--- config.mk ---
export PLATFORM = sky130hd
export DESIGN_NAME = logic_loom_fib
export DESIGN_NICKNAME = d
export VERILOG_FILES = /design/src/rtl/logic_loom_fib.sv
export SDC_FILE = /design/constraint.sdc
export NUM_CORES = 1
export LEC_CHECK = 0
export ABC_AREA = 1
export CORE_ASPECT_RATIO = 0.5
export CORE_MARGIN = 1.5
export CORE_UTILIZATION = 51
export CTS_CLUSTER_SIZE = 10
export DETAILED_ROUTE_END_ITERATION = 12
export MAX_ROUTING_LAYER = met4
export PLACE_DENSITY = 0.83
export SLEW_MARGIN = 25
export SYNTH_ARGS = -nofsm -noshare
export SYNTH_HDL_FRONTEND = slang
export SYNTH_SLANG_ARGS = --single-unit
export TNS_END_PERCENT = 50
--- constraint.sdc ---
create_clock -name clk -period 1.85 [get_ports clk]
set_input_delay 0.37 -clock clk [delete_from_list [all_inputs] [get_ports clk]]
set_output_delay 0.37 -clock clk [all_outputs]
set_load 0.005 [all_outputs]
--- src/rtl/logic_loom_fib.sv ---
// Free-running 8-bit Fibonacci generator with a programmable term limit.
// Exposes a registered sliding window F(k), F(k+1), F(k+2) and the step count k.
module logic_loom_fib (
  input  logic       clk,
  input  logic       rst,
  input  logic [7:0] n,
  output logic [7:0] fib0,
  output logic [7:0] fib1,
  output logic [7:0] fib2,
  output logic [7:0] count
);

  logic [7:0] r_fib0;
  logic [7:0] r_fib1;
  logic [7:0] r_fib2;
  logic [7:0] r_count;
  logic       w_advance;

  // count is bounded by n (at most 255), so the increment can never wrap.
  assign w_advance = (r_count < n);

  // NOTE: sequential state uses non-blocking assignments so every register
  // samples the pre-edge window and the whole window shifts in one step.
  always_ff @(posedge clk or posedge rst) begin
    if (rst) begin
      r_fib0  <= 8'd0;
      r_fib1  <= 8'd1;
      r_fib2  <= 8'd1;
      r_count <= 8'd0;
    end else if (w_advance) begin
      r_fib0  <= r_fib1;
      r_fib1  <= r_fib2;
      r_fib2  <= r_fib1 + r_fib2;
      r_count <= r_count + 8'd1;
    end
  end

  assign fib0  = r_fib0;
  assign fib1  = r_fib1;
  assign fib2  = r_fib2;
  assign count = r_count;

endmodule

==> flow_summary.ini, run 1 <==
[synthesis]
yosys_warnings = 0
netlist_area_mm2 = 0.00199
ys_types = 22
ys_ff_latch = 32
synth_ff_type = dfrtp_1
synthCells = 248
synth.area.top_cells = dfrtp_1, nand2_1, ha_1
synth_top_area_frac = 0.377
synth_edf_count = 0
synth-seq-area-share = 0.404
syn_avg_cell_area_um2 = 8.02
async_reset_ff_frac = 1.00
yosys.area.top_type = dfrtp_1
syn_nets = 274

[power]
power_density_mw_per_mm2 = 1830
p_total_uw = 4830
p_leak_uw = 0.00143
ir_worst_vdd_mv = 1.10

[timing]
fmaxAchievable_ghz = 0.569
final-hold-violation-count = 0
fin_crit_sh = 0.950
setup_viol = 0
rsz0062_at_grt = true
max-slew-margin-rel = 0.737
final-max-slew-violation-count = 0
period_minus_slack_ns = 1.76
worstMarginPinSlew_ns = 0.395
finClkSkew_ns = 0.00220

[route]
wl_per_cell_um = 12.8
first_pass_iters = 4
routed_wl_um = 4500
vias = 1783
first_iter_violations = 83
drc_errors = 0
ant_nets = 0
viasPerCell = 5.08

[hold_path]
whs_path_depth = 2
holdCritPathClass = reg2reg

[placement]
portBuffers = 41
dp_hpwl_um = 3170
placed_area_mm2 = 0.00250
place_congestion = 0.839

[global_routing]
grt_start_max_net_pins = 33
grt.overflow.total = 0
grt_pass1_wl_um = 7290
grt_pass1_vias = 1686
grt_util_all_layers = 0.232
antenna_found_initial = 0

[run]
cap_viol_max_count = 0

[clock_network]
clk_latency_ns = 0.27
clockRootBuffer = clkbuf_8
numCtsBuffers = 5
cts_tree = built
htree_levels = 2
cts.sinks = 32
cts_hold_buf = 0
clk_pin_slew_ns = 0.06
clock_path_buffers = 2

[finish]
postLayoutCellArea_mm2 = 0.00264
fill_cells = 263
multi_input_area_mm2 = 0.00103
ff_latch_area_um2 = 803
num_antenna_cells = 0
synthToLayoutAreaGrowth_pct = 32.5
fin_util = 0.735
nNetsFinal = 325
drive_gt1_frac = 0.137

[worst_setup_path]
startpoint_type = flip-flop
rr_worst_depth = 11
path_max_fanout = 2
cp-end-kind = flip-flop
cp.required_ns = 2.02
critical_path_class = reg2reg
worstPathArrival_ns = 1.92

[floorplanning]
start_util = 0.555
fp.dieH_um = 47.2
die_x_um = 91.3
core_mm2 = 0.00358
io_pins = 42
rows = 15
die_area_mm2 = 0.00431

[outcome]
run_status = completed
## final cells by class
cell class                      instances  share of cell area
Multi-Input combinational cell        181               0.393
Sequential cell                        32               0.305
Inverter                               26              0.0370
Clock buffer                            8              0.0342
Tap cell                               51              0.0242
Timing Repair Buffer                   53               0.207
## cell usage in the layout, fill, tap and decap left out, types with 3 or more instances in the layout
master	synthesis	final
nand3b_1	3	3
clkbuf_8	0	6
clkdlybuf4s50_1	0	39
buf_12	1	3
xor2_1	3	3
nand3_2	10	10
nor2_1	5	5
nand2_2	3	5
a21oi_1	6	6
xnor2_1	7	7
nand2_1	103	101
ha_1	15	13
dfrtp_1	30	30
inv_1	25	24
nand3_1	22	22
buf_4	3	8
## final timing paths
kind / startpoint / endpoint / slack [ns]
max: fib2[0] / fib2[6] / 0.09
min: fib0[5] / fib0[5] / 0.47
max reg2reg: fib2[0] / fib2[6] / 0.09
min reg2reg: fib0[5] / fib0[5] / 0.47
max in group asynchronous: rst / fib2[0] / 1.03
min in group asynchronous: rst / count[1] / 0.50
## what timing repair did
action	in CTS	in global routing
setup buffers	0	1
setup endpoints to repair	0	31
gates resized for setup	0	10
## critical path: stages, from the launching register on
cell      delay [ns]
dfstp_2         0.56
ha_4            0.14
inv_1           0.06
fa_2            0.37
inv_2           0.05
nand2_1         0.05
nand2_2         0.06
nand3b_1        0.11
nand3_1         0.09
nand2_1         0.05
nand2_1         0.06
nand2_1         0.05
## report_power, final
part / leakage [uW] / switching (uW) / internal [uW]
clock network: 0.0000455 / 241 / 303
logic: 0.00100 / 1390 / 1500
registers: 0.000386 / 348 / 1040
## layer usage
layer / up-vias / global-route usage / part of all wire
li1: 873 / - / -
met1: 840 / 0.261 / 0.41
met2: 54 / 0.419 / 0.51
met3: 16 / 0.0453 / 0.048
met4: 0 / 0.109 / 0.024
met5: - / - / 0
## cells in the mapped netlist, types with 3 or more instances
master / n
xor2_1: 3
buf_4: 3
dfrtp_1: 30
nand3_2: 10
nand2_1: 103
nor2_1: 5
nand2_2: 3
buf_6: 3
xnor2_1: 7
a21oi_1: 6
inv_1: 25
nand3b_1: 3
nand3_1: 22
ha_1: 15
## flip-flops by register name, summed over array words and instances (netlist names)
signal and flops:
fib2 8, fib1 8, count 8, fib0 8
## logic make-up after synthesis
| family | count (synthesis) | synth area share |
|---|---|---|
| buffers and inverters | 35 | 0.0924 |
| xor gates and xnor gates | 10 | 0.0440 |
| adders and majority gates | 16 | 0.104 |
| DFF | 32 | 0.404 |
| and+or+nand+nor | 148 | 0.336 |
| AOI/OAI and AO/OA | 7 | 0.0189 |
## through the flow
step                      TNS [ns]  hold slack, ns  cells  worst slack, ns
after floorplan                  0           0.465    248            0.147
after global placement       -4.69           0.456    342           -0.157
after detailed placement     -7.00           0.463    342           -0.242
after CTS                        0           0.477    350          0.00938
after global routing       -0.0258           0.509    351          -0.0258
final                            0           0.473    351           0.0921
Power figures use the tool's default switching activity.
==> run 2, diff against run 1 <==
--- a/config.mk
+++ b/config.mk
@@ -9,7 +9,6 @@
 export CORE_ASPECT_RATIO = 0.5
 export CORE_MARGIN = 1.5
 export CORE_UTILIZATION = 51
-export CTS_CLUSTER_SIZE = 10
 export DETAILED_ROUTE_END_ITERATION = 12
 export MAX_ROUTING_LAYER = met4
 export PLACE_DENSITY = 0.83
==> results of run 2 <==
No change in the layout: final DEF, timing and power equal those of run 1.
==> run 3, diff against run 2 <==
--- a/config.mk
+++ b/config.mk
@@ -6,6 +6,7 @@
 export NUM_CORES = 1
 export LEC_CHECK = 0
 export ABC_AREA = 1
+export CAP_MARGIN = 20
 export CORE_ASPECT_RATIO = 0.5
 export CORE_MARGIN = 1.5
 export CORE_UTILIZATION = 51
==> results of run 3 <==
No change in the layout: final DEF, timing and power equal those of run 1.
